[config.mk]
export PLATFORM = sky130hd
export DESIGN_NAME = multicycle_controller_flat
export DESIGN_NICKNAME = d
export VERILOG_FILES = /design/src/rtl/mips_ctrl_pkg.sv /design/src/rtl/multicycle_controller_if.sv /design/src/rtl/multicycle_ctrl_decode.sv /design/src/rtl/multicycle_controller.sv /design/src/flat_wrapper.sv
export SDC_FILE = /design/constraint.sdc
export NUM_CORES = 1
export LEC_CHECK = 0
export BUFFER_PORTS_ARGS = -buffer_cell sky130_fd_sc_hd__buf_2
export CORE_MARGIN = 5
export CORE_UTILIZATION = 54
export CTS_CLUSTER_DIAMETER = 120
export DETAILED_ROUTE_END_ITERATION = 6
export GPL_TIMING_DRIVEN = 0
export PLACE_DENSITY = 0.84
export SYNTH_ARGS = -nofsm -noshare
export SYNTH_HDL_FRONTEND = slang
export SYNTH_SLANG_ARGS = --single-unit
export TNS_END_PERCENT = 20
[constraint.sdc]
create_clock -name clk -period 3.5 [get_ports clk]
set_input_delay 0 -clock clk [delete_from_list [all_inputs] [get_ports clk]]
set_output_delay 0 -clock clk [all_outputs]
set_load 0.02 [all_outputs]
[src/rtl/mips_ctrl_pkg.sv]
// rtl/mips_ctrl_pkg.sv - states, opcodes and control encodings for the multi-cycle MIPS controller
package mips_ctrl_pkg;

  typedef enum logic [3:0] {
    S_IDLE     = 4'd0,
    S_FETCH    = 4'd1,
    S_DECODE   = 4'd2,
    S_MEM_ADDR = 4'd3,
    S_MEM_RD   = 4'd4,
    S_MEM_WB   = 4'd5,
    S_MEM_WR   = 4'd6,
    S_EXEC     = 4'd7,
    S_R_WB     = 4'd8,
    S_BRANCH   = 4'd9,
    S_JUMP     = 4'd10,
    S_TRAP     = 4'd11
  } state_t;

  localparam logic [5:0] OP_R_TYPE = 6'b000000;
  localparam logic [5:0] OP_J      = 6'b000010;
  localparam logic [5:0] OP_BEQ    = 6'b000100;
  localparam logic [5:0] OP_LW     = 6'b100011;
  localparam logic [5:0] OP_SW     = 6'b101011;

  localparam logic [1:0] ALU_FUNCT = 2'b00;
  localparam logic [1:0] ALU_SUB   = 2'b01;
  localparam logic [1:0] ALU_ADD   = 2'b11;

  localparam logic [1:0] SRC_B_REG     = 2'b00;
  localparam logic [1:0] SRC_B_FOUR    = 2'b01;
  localparam logic [1:0] SRC_B_IMM     = 2'b10;
  localparam logic [1:0] SRC_B_IMM_SH2 = 2'b11;

  localparam logic [1:0] PC_SRC_ALU    = 2'b00;
  localparam logic [1:0] PC_SRC_ALUOUT = 2'b01;
  localparam logic [1:0] PC_SRC_JUMP   = 2'b10;

  typedef struct packed {
    logic       pc_write;
    logic       pc_write_cond;
    logic       i_or_d;
    logic       mem_read;
    logic       mem_write;
    logic       ir_write;
    logic       reg_dst;
    logic       memto_reg;
    logic       reg_write;
    logic       alu_src_a;
    logic [1:0] alu_src_b;
    logic [1:0] alu_op;
    logic [1:0] pc_source;
  } ctrl_t;

  // Anything not recognised here lands in TRAP.
  function automatic state_t decode_next(input logic [5:0] op);
    case (op)
      OP_R_TYPE:   return S_EXEC;
      OP_LW, OP_SW: return S_MEM_ADDR;
      OP_BEQ:      return S_BRANCH;
      OP_J:        return S_JUMP;
      default:     return S_TRAP;
    endcase
  endfunction

endpackage

[src/rtl/multicycle_controller_if.sv]
// rtl/multicycle_controller_if.sv - datapath-facing signals of the multi-cycle controller
interface multicycle_controller_if #(
  parameter int CNT_W = 16
);
  logic [5:0]       opcode;
  logic             zero;
  logic             mem_ready;
  logic             pc_write;
  logic             pc_write_cond;
  logic             i_or_d;
  logic             mem_read;
  logic             mem_write;
  logic             ir_write;
  logic             reg_dst;
  logic             memto_reg;
  logic             reg_write;
  logic             alu_src_a;
  logic [1:0]       alu_src_b;
  logic [1:0]       alu_op;
  logic [1:0]       pc_source;
  logic             instr_retired;
  logic [CNT_W-1:0] retired_count;
  logic             illegal_op;

  modport master (
    input  opcode, zero, mem_ready,
    output pc_write, pc_write_cond, i_or_d, mem_read, mem_write, ir_write,
           reg_dst, memto_reg, reg_write, alu_src_a, alu_src_b, alu_op,
           pc_source, instr_retired, retired_count, illegal_op
  );

  modport slave (
    output opcode, zero, mem_ready,
    input  pc_write, pc_write_cond, i_or_d, mem_read, mem_write, ir_write,
           reg_dst, memto_reg, reg_write, alu_src_a, alu_src_b, alu_op,
           pc_source, instr_retired, retired_count, illegal_op
  );
endinterface

[src/rtl/multicycle_ctrl_decode.sv]
// rtl/multicycle_ctrl_decode.sv - combinational state to datapath-control decode
module multicycle_ctrl_decode
  import mips_ctrl_pkg::*;
(
  input  state_t state,
  input  logic   mem_ready,
  output ctrl_t  ctrl,
  output logic   instr_retired
);

  always_comb begin
    ctrl          = '0;
    instr_retired = 1'b0;
    case (state)
      S_FETCH: begin
        ctrl.mem_read  = 1'b1;
        ctrl.alu_src_b = SRC_B_FOUR;
        ctrl.alu_op    = ALU_ADD;
        ctrl.pc_source = PC_SRC_ALU;
        ctrl.ir_write  = mem_ready;
        ctrl.pc_write  = mem_ready;
      end
      S_DECODE: begin
        ctrl.alu_src_b = SRC_B_IMM_SH2;
        ctrl.alu_op    = ALU_ADD;
      end
      S_MEM_ADDR: begin
        ctrl.alu_src_a = 1'b1;
        ctrl.alu_src_b = SRC_B_IMM;
        ctrl.alu_op    = ALU_ADD;
      end
      S_MEM_RD: begin
        ctrl.mem_read = 1'b1;
        ctrl.i_or_d   = 1'b1;
      end
      S_MEM_WB: begin
        ctrl.reg_write = 1'b1;
        ctrl.memto_reg = 1'b1;
        instr_retired  = 1'b1;
      end
      S_MEM_WR: begin
        ctrl.mem_write = 1'b1;
        ctrl.i_or_d    = 1'b1;
        instr_retired  = mem_ready;
      end
      S_EXEC: begin
        ctrl.alu_src_a = 1'b1;
        ctrl.alu_src_b = SRC_B_REG;
        ctrl.alu_op    = ALU_FUNCT;
      end
      S_R_WB: begin
        ctrl.reg_write = 1'b1;
        ctrl.reg_dst   = 1'b1;
        instr_retired  = 1'b1;
      end
      S_BRANCH: begin
        ctrl.alu_src_a     = 1'b1;
        ctrl.alu_src_b     = SRC_B_REG;
        ctrl.alu_op        = ALU_SUB;
        ctrl.pc_write_cond = 1'b1;
        ctrl.pc_source     = PC_SRC_ALUOUT;
        instr_retired      = 1'b1;
      end
      S_JUMP: begin
        ctrl.pc_write  = 1'b1;
        ctrl.pc_source = PC_SRC_JUMP;
        instr_retired  = 1'b1;
      end
      default: ;
    endcase
  end

endmodule

[src/rtl/multicycle_controller.sv]
// rtl/multicycle_controller.sv - multi-cycle MIPS sequencer: state, latched opcode, retire counter, trap flag
module multicycle_controller
  import mips_ctrl_pkg::*;
#(
  parameter int CNT_W = 16
) (
  input  logic                    clk,
  input  logic                    reset,
  multicycle_controller_if.master bus
);

  state_t           state_q, state_d;
  logic [5:0]       opcode_q, opcode_d;
  logic [CNT_W-1:0] count_q, count_d;
  logic             illegal_q, illegal_d;
  ctrl_t            ctrl;
  logic             retired;

  multicycle_ctrl_decode u_decode (
    .state         (state_q),
    .mem_ready     (bus.mem_ready),
    .ctrl          (ctrl),
    .instr_retired (retired)
  );

  always_comb begin
    state_d   = state_q;
    opcode_d  = opcode_q;
    illegal_d = illegal_q;
    count_d   = count_q + {{(CNT_W-1){1'b0}}, retired};
    case (state_q)
      S_IDLE:   state_d = S_FETCH;
      S_FETCH:  if (bus.mem_ready) state_d = S_DECODE;
      S_DECODE: begin
        opcode_d = bus.opcode;
        state_d  = decode_next(bus.opcode);
        if (decode_next(bus.opcode) == S_TRAP) illegal_d = 1'b1;
      end
      // Only lw and sw reach MEM_ADDR, so sw is the sole opcode to single out.
      S_MEM_ADDR: state_d = (opcode_q == OP_SW) ? S_MEM_WR : S_MEM_RD;
      S_MEM_RD:   if (bus.mem_ready) state_d = S_MEM_WB;
      S_MEM_WR:   if (bus.mem_ready) state_d = S_FETCH;
      S_EXEC:     state_d = S_R_WB;
      S_MEM_WB, S_R_WB, S_BRANCH, S_JUMP: state_d = S_FETCH;
      S_TRAP:     state_d = S_TRAP;
      default:    state_d = S_IDLE;
    endcase
  end

  always_ff @(posedge clk) begin
    if (reset) begin
      state_q   <= S_IDLE;
      opcode_q  <= '0;
      count_q   <= '0;
      illegal_q <= 1'b0;
    end else begin
      state_q   <= state_d;
      opcode_q  <= opcode_d;
      count_q   <= count_d;
      illegal_q <= illegal_d;
    end
  end

  assign bus.pc_write      = ctrl.pc_write;
  assign bus.pc_write_cond = ctrl.pc_write_cond;
  assign bus.i_or_d        = ctrl.i_or_d;
  assign bus.mem_read      = ctrl.mem_read;
  assign bus.mem_write     = ctrl.mem_write;
  assign bus.ir_write      = ctrl.ir_write;
  assign bus.reg_dst       = ctrl.reg_dst;
  assign bus.memto_reg     = ctrl.memto_reg;
  assign bus.reg_write     = ctrl.reg_write;
  assign bus.alu_src_a     = ctrl.alu_src_a;
  assign bus.alu_src_b     = ctrl.alu_src_b;
  assign bus.alu_op        = ctrl.alu_op;
  assign bus.pc_source     = ctrl.pc_source;
  assign bus.instr_retired = retired;
  assign bus.retired_count = count_q;
  assign bus.illegal_op    = illegal_q;

endmodule

[src/flat_wrapper.sv]
// flat-port wrapper written by rule: the top's interface ports become plain ports
module multicycle_controller_flat import mips_ctrl_pkg::*;
#(
  parameter int CNT_W = 16
)
  (clk, reset, bus_opcode, bus_zero, bus_mem_ready, bus_pc_write, bus_pc_write_cond, bus_i_or_d, bus_mem_read, bus_mem_write, bus_ir_write, bus_reg_dst, bus_memto_reg, bus_reg_write, bus_alu_src_a, bus_alu_src_b, bus_alu_op, bus_pc_source, bus_instr_retired, bus_retired_count, bus_illegal_op);
  multicycle_controller_if #(.CNT_W(CNT_W)) bus_i ();
  input  logic clk;
  input  logic reset;
  input wire logic [$bits(bus_i.opcode)-1:0] bus_opcode;
  input wire logic [$bits(bus_i.zero)-1:0] bus_zero;
  input wire logic [$bits(bus_i.mem_ready)-1:0] bus_mem_ready;
  output wire logic [$bits(bus_i.pc_write)-1:0] bus_pc_write;
  output wire logic [$bits(bus_i.pc_write_cond)-1:0] bus_pc_write_cond;
  output wire logic [$bits(bus_i.i_or_d)-1:0] bus_i_or_d;
  output wire logic [$bits(bus_i.mem_read)-1:0] bus_mem_read;
  output wire logic [$bits(bus_i.mem_write)-1:0] bus_mem_write;
  output wire logic [$bits(bus_i.ir_write)-1:0] bus_ir_write;
  output wire logic [$bits(bus_i.reg_dst)-1:0] bus_reg_dst;
  output wire logic [$bits(bus_i.memto_reg)-1:0] bus_memto_reg;
  output wire logic [$bits(bus_i.reg_write)-1:0] bus_reg_write;
  output wire logic [$bits(bus_i.alu_src_a)-1:0] bus_alu_src_a;
  output wire logic [$bits(bus_i.alu_src_b)-1:0] bus_alu_src_b;
  output wire logic [$bits(bus_i.alu_op)-1:0] bus_alu_op;
  output wire logic [$bits(bus_i.pc_source)-1:0] bus_pc_source;
  output wire logic [$bits(bus_i.instr_retired)-1:0] bus_instr_retired;
  output wire logic [$bits(bus_i.retired_count)-1:0] bus_retired_count;
  output wire logic [$bits(bus_i.illegal_op)-1:0] bus_illegal_op;
  assign bus_i.opcode = bus_opcode;
  assign bus_i.zero = bus_zero;
  assign bus_i.mem_ready = bus_mem_ready;
  assign bus_pc_write = bus_i.pc_write;
  assign bus_pc_write_cond = bus_i.pc_write_cond;
  assign bus_i_or_d = bus_i.i_or_d;
  assign bus_mem_read = bus_i.mem_read;
  assign bus_mem_write = bus_i.mem_write;
  assign bus_ir_write = bus_i.ir_write;
  assign bus_reg_dst = bus_i.reg_dst;
  assign bus_memto_reg = bus_i.memto_reg;
  assign bus_reg_write = bus_i.reg_write;
  assign bus_alu_src_a = bus_i.alu_src_a;
  assign bus_alu_src_b = bus_i.alu_src_b;
  assign bus_alu_op = bus_i.alu_op;
  assign bus_pc_source = bus_i.pc_source;
  assign bus_instr_retired = bus_i.instr_retired;
  assign bus_retired_count = bus_i.retired_count;
  assign bus_illegal_op = bus_i.illegal_op;
  multicycle_controller #(.CNT_W(CNT_W)) u_core (.clk(clk), .reset(reset), .bus(bus_i));
endmodule
-- Yosys cells after proc, flatten, opt, wreduce, memory -nomap -nowiden
Index checks and enable logic that the tools add are counted.
- flip-flop bits (word level): 27
- input bits: 10
- output and inout bits: 34
- $add $sub $neg: 1
- equality and inequality tests: 20
- muxes and demuxes: 20
- reductions and logical operators: 11
- operators by type and width (kind ; count):
    one-hot mux 4 bit (4 select lines) ; 2
    one-hot mux 4 bit (8 select lines) ; 1
    equality test 4 bit (second input constant) ; 5
    equality test 6 bit (second input constant) ; 3
    adder 16 x 1 -> 16 bit ; 1
    equality test 4 x 3 -> 1 bit (second input constant) ; 4
    2-to-1 mux 4 bit ; 4
    2-to-1 mux 1 bit ; 9
    equality test 4 x 2 -> 1 bit (second input constant) ; 2
    OR reduction 2 bit ; 4
    equality test 6 x 2 -> 1 bit (second input constant) ; 1
    equality test 6 x 3 -> 1 bit (second input constant) ; 1
    zero test 6 bit ; 1
    inequality test 2 bit (second input constant) ; 3
    OR reduction 5 bit ; 1
    equality test 4 x 1 -> 1 bit (second input constant) ; 1
    zero test 4 bit ; 1
    one-hot mux 1 bit (2 select lines) ; 2
    one-hot mux 2 bit (2 select lines) ; 1
    OR reduction 4 bit ; 1
    AND reduction 3 bit ; 1
    OR reduction 3 bit ; 1
    2-to-1 mux 2 bit ; 1
    AND reduction 2 bit ; 1

-- Logic depth before layout (Yosys ltp)
- word-level depth: 6
- gate-level depth with buffers: 9
- gate-level depth less buffers: 8

-- Hierarchy
From an unflattened synthesis, not the netlist that was laid out.
- cell total of the unflattened synthesis: 178
- area, all modules: 1541.5 µm²
- modules (own cells, without submodules) (module ; cells an instance ; sequential area each (µm²) ; area an instance (µm²) ; times used):
    multicycle_controller ; 141 ; 540.5 ; 1297.5 ; 1
    multicycle_ctrl_decode ; 37 ; 0.0 ; 244.0 ; 1

-- Least setup slack after synthesis
No wires, ideal clock.
- kind: register to register
- start point: register u_core.state_q[2]
- end point: register u_core.count_q[15], in the netlist u_core.bus.retired_count[15]
- setup time: 0.116 ns
- setup slack: 0.777 ns
- clock period less this slack: 2.723 ns
- stages on the path, launching flop included: 10
- arrival: 2.608 ns
- buffers on the path: 2
- path through: dfxtp_1 clkbuf_1 clkbuf_1 nor2_1 nor3_1 ha_1 nand3_2 nor4_4 a21oi_1 a31o_1
- word-level cells in the longest chain between the ends: 4
- elaborated cells between the ends (all ways): 8
- RTL lines (what ; line ; source):
    start, declared ; multicycle_controller.sv:12 ; state_t state_q, state_d;
    start signal, assigned ; multicycle_controller.sv:57 ; state_q <= state_d;
    equality test 4 x 3 -> 1 bit or equality test 4 bit (tied branches) ; multicycle_ctrl_decode.sv:14 ; case (state)
    OR reduction 4 bit (no source line) ; n/a ;
    one-hot mux 1 bit (2 select lines) * ; multicycle_ctrl_decode.sv:14 ;
    named net bus_instr_retired ; flat_wrapper.sv:26 ; output wire logic [$bits(bus_i.instr_retired)-1:0] bus_instr_retired;
    adder 16 x 1 -> 16 bit * ; multicycle_controller.sv:30 ; count_d = count_q + {{(CNT_W-1){1'b0}}, retired};
    end signal, assigned ; multicycle_controller.sv:59 ; count_q <= count_d;
    end, declared ; multicycle_controller.sv:14 ; logic [CNT_W-1:0] count_q, count_d;
The timed path passes the listed nets; every way through them passes the cells marked *.
A chain may end at the register's enable or synchronous reset.

-- Final worst setup path
- start point: register u_core.state_q[2]
- end point: register u_core.count_q[15], in the netlist u_core.bus.retired_count[15]
- word-level cells in the longest chain between the ends: 4
- elaborated cells between the ends (all ways): 8
- RTL lines (what ; line):
    equality test 4 x 3 -> 1 bit or equality test 4 bit (tied branches) ; multicycle_ctrl_decode.sv:14
    OR reduction 4 bit (no source line) ; n/a
    one-hot mux 1 bit (2 select lines) * ; multicycle_ctrl_decode.sv:14
    adder 16 x 1 -> 16 bit * ; multicycle_controller.sv:30
Mark *: on every way between the ends. The rest lies on a longest branch, timed or not.

==> reports/summary.md <==
- **hold_buf cts** 6
- **post-synthesis share of cell area spent on full adders, half adders and majority gates** 0.0170
- **Max Transition Viols Final** 0
- **most frequent cell after synthesis** nor2_1
- **startpoint of the most critical setup path** u_core.state_q[2]$_SDFFE_PP0P_
- **worst-case reg-to-reg path depth** 9
- **non-filler instance count after layout** 258
- **CTS buffer count** 3
- **leakage power of the design** 0.795 nW
- **type of the most critical hold path** in -> reg
- **prevailing post-synth register cell** dfxtp_1
- **hold path startpoint** bus_mem_ready
- **area fraction in and, or, nand and nor cells after synthesis** 0.339
- **number of nets in the synthesized netlist** 188
- **Post-CTS Repair Setup Buffers** 0
- **endpoint of the worst-slack reg-to-reg timing path** u_core.bus.retired_count[15]$_SDFF_PP0_
- **netlist area before placement** 1470 um^2
- **Max FO, Critical Path** 10
- **count of pins on the block boundary** 44
- **Reg2Reg Launch Point** u_core.state_q[2]$_SDFFE_PP0P_
- **Async S/R FF share, synth** 0
- **Final period util** 0.765
- **remaining number of nets flagged by the antenna check after routing** 0
- **Mean Syn Cell Area** 8.35 um^2
- **synthesis-stage register bit count** 27
- **grt ovf** 0
- **met2 Track Usage GR** 0.284
- **cell types with the largest area share after synthesis** dfxtp_1 (37%), nor2_1 (7.4%), xnor2_1 (6.0%)
- **total die area** 3860 um^2
- **All-Layer GR Usage** 0.170
- **met3 usage in global routing** 0.0468
- **synthesis-to-finish area growth** 22.6%
- **aggregate negative setup slack** 0 ns
- **drc violations** 0
- **Yosys warning count** 0
- **first-pass GRT wire length** 5.62 mm
- **data arrival time at the worst-slack endpoint** 2.91 ns
- **number of antenna violations at the first check in global routing** 0
- **via count of the first global-routing pass** 1275
- **cell taking the most area after synthesis** dfxtp_1
- **post-cts sizing count** 0
- **detailed-placement wirelength estimate** 2.38 mm
- **setup slack on the worst flop-to-flop path** 0.82 ns
- **initial core utilization** 0.547
- **post-layout min period** 2.68 ns
- **worst clock skew** 0.00743 ns
- **compound-gate portion of the synthesized area** 0.112
- **number of cells in the design after placement** 248
- **root buffer cell** clkbuf_4
- **outcome** complete, no violations
- **later-pin clock latency in the skew report** 0.32 ns
- **post-route core utilization** 0.670
- **count of buffers from port buffering** 41
- **number of enable flip-flop cells after synthesis** 0
- **final hold violation count** 0
- **max-slew headroom at the worst pin** 0.703
- **Longest Clk Path Bufs** 2
- **area of the core** 2690 um^2
- **count of vias placed by the detailed router** 1396
- **Setup Viol. Count Final** 0
- **xor and xnor area share after synthesis** 0.0775
- **number of filler instances in the final layout** 243
- **worst endpoint required time** 3.73 ns
- **Final Hold Slack** 0.0492 ns
- **share of the yosys chip area belonging to registers** 0.368
- **per-cell routed wire length** 13.0 um
- **Rows** 19
- **number of distinct library cells after synthesis** 44
- **unrepaired setup endpoints after global routing** false
- **type of the setup path with the least slack** reg -> reg
- **die width** 62.2 um
- **Commonest cells post-synth** nor2_1 (29), dfxtp_1 (27), nand2_1 (11)
- **GR met1 Demand/Resource** 0.206
- **max-cap violation count** 0
- **sort of element at the start of the critical path** flop
- **layer with the highest usage after global routing** met2
- **critical path endpoint category** flop
- **Layout Nets** 240
- **mux contribution to synthesized area** 0.0409
- **maximum achievable frequency** 373 MHz
- **fraction of final layout cells sized beyond drive strength 1** 0.260
- **capturing instance or port of the critical path** u_core.bus.retired_count[15]$_SDFF_PP0_
- **total iterations of the first detailed-routing run** 4
- **maximum number of pins on one net before global-route repair** 16
- **clock-pin transition on the worst setup and hold timing paths** 0.14 ns
- **number of antenna diodes** 0
- **TritonCTS clock tree** done
- **Total Routed Length** 3.35 mm
- **post-synth top area share** 0.368
- **DR iter-0 viols** 54
- **dominant combinational cell family by area after synthesis** simple AND/OR/NAND/NOR gates
- **Worst Max-Slew Pin Slew** 0.445 ns
- **Num Clock Sinks** 27
- **final weighted congestion in routability-driven placement** 0.813
- **VDD IR-drop max** 0.362 mV
- **height of the die** 62.2 um
- **pwr/cell area** 323 nW/um^2
- **Post-Syn Instances** 176
- **CTS H-tree depth** 1
- **vias per cell** 5.41
## flip-flops by register name, summed over array words and instances (netlist names)
register                  cells
u_core.opcode_q               6
u_core.bus.retired_count     16
u_core.state_q                4
u_core.bus.illegal_op         1
## logic make-up (layout without fill, tap and decap cells)
logic type / Yosys count / count (layout)
buffers and inverters: 15 / 66
muxes: 6 / 6
and+or+nand+nor: 87 / 87
DFF: 27 / 27
adders and majority gates: 2 / 2
xor gates and xnor gates: 13 / 13
AOI/OAI and AO/OA: 26 / 26
## per-stage QoR
step	worst slack, ns	instance area, um^2	power (mW)
floorplan	0.777	1470	0.414
global placement	0.874	1710	0.449
detailed placement	0.863	1710	0.451
CTS	0.830	1800	0.588
global route	0.599	1800	0.617
finish	0.822	1800	0.582
## worst max-delay path, stage by stage (launching register included)
cell and delay (ns):
dfxtp_1 0.34, clkbuf_1 0.25, clkbuf_1 0.38, nor2_1 0.14, nor3_1 0.35, ha_1 0.28, nand3_2 0.18, nor4_4 0.38
a21oi_1 0.11, a31o_1 0.18
## worst min-delay path by stage
stage          slack (ns)  cells after the start                              end
4_1_cts              0.02                      4   u_core.state_q[0]$_SDFFE_PP0P_
3_5_place_dp         0.29                      3  u_core.opcode_q[3]$_SDFFE_PP0P_
6_report             0.05                      4   u_core.state_q[0]$_SDFFE_PP0P_
5_1_grt              0.03                      4   u_core.state_q[0]$_SDFFE_PP0P_
2_1_floorplan        0.15                      2  u_core.opcode_q[3]$_SDFFE_PP0P_
3_3_place_gp         0.29                      3  u_core.opcode_q[3]$_SDFFE_PP0P_
## cell type report
class	count	area (um^2)	area share
clock buffer	3	22.5	0.0125
multi-input combinational	134	861	0.478
tap	31	38.8	0.0215
inverter	4	15.0	0.00834
timing repair buffer	47	265	0.147
sequential	27	541	0.300
buffer	11	52.6	0.0292
clock inverter	1	5.00	0.00278
## layer usage
| layer | part of all wire | vias up | wire length (um) |
|---|---|---|---|
| met5 | 0 | - | 0 |
| met4 | 0.014 | 0 | 48 |
| met3 | 0.058 | 6 | 194 |
| met2 | 0.49 | 39 | 1630 |
| met1 | 0.44 | 639 | 1470 |
| li1 | - | 712 | - |
## cell usage in the layout (no fill, tap or decap), types with 2 or more instances in the layout
cell           netlist  layout
and2_1               2       2
dlygate4sd3_1        0       6
clkbuf_1             6       6
a21oi_1             10      10
nand2b_1             7       7
xor2_1               3       3
and3_1               2       2
nand4_1              3       3
xnor2_1             10      10
nor4_2               3       3
o21ai_0              4       4
or3_1                2       2
nor2_1              29      29
nor3_1               9       9
nand3_1              4       4
dfxtp_1             27      27
a22o_1               2       2
ha_1                 2       2
buf_4                2       2
buf_2                3      44
a31oi_1              2       2
mux2i_1              6       6
nor3b_1              2       2
inv_1                4       4
nand3_2              2       2
nand2_1             11      11
clkbuf_4             0       3
## power by group
part	internal, mW	total [mW]	switching [mW]
clock	0.0428	0.130	0.0872
combinational	0.0504	0.129	0.0789
sequential	0.316	0.322	0.00610
total	0.409	0.582	0.172
No activity file was read; power rests on OpenSTA's default activity.
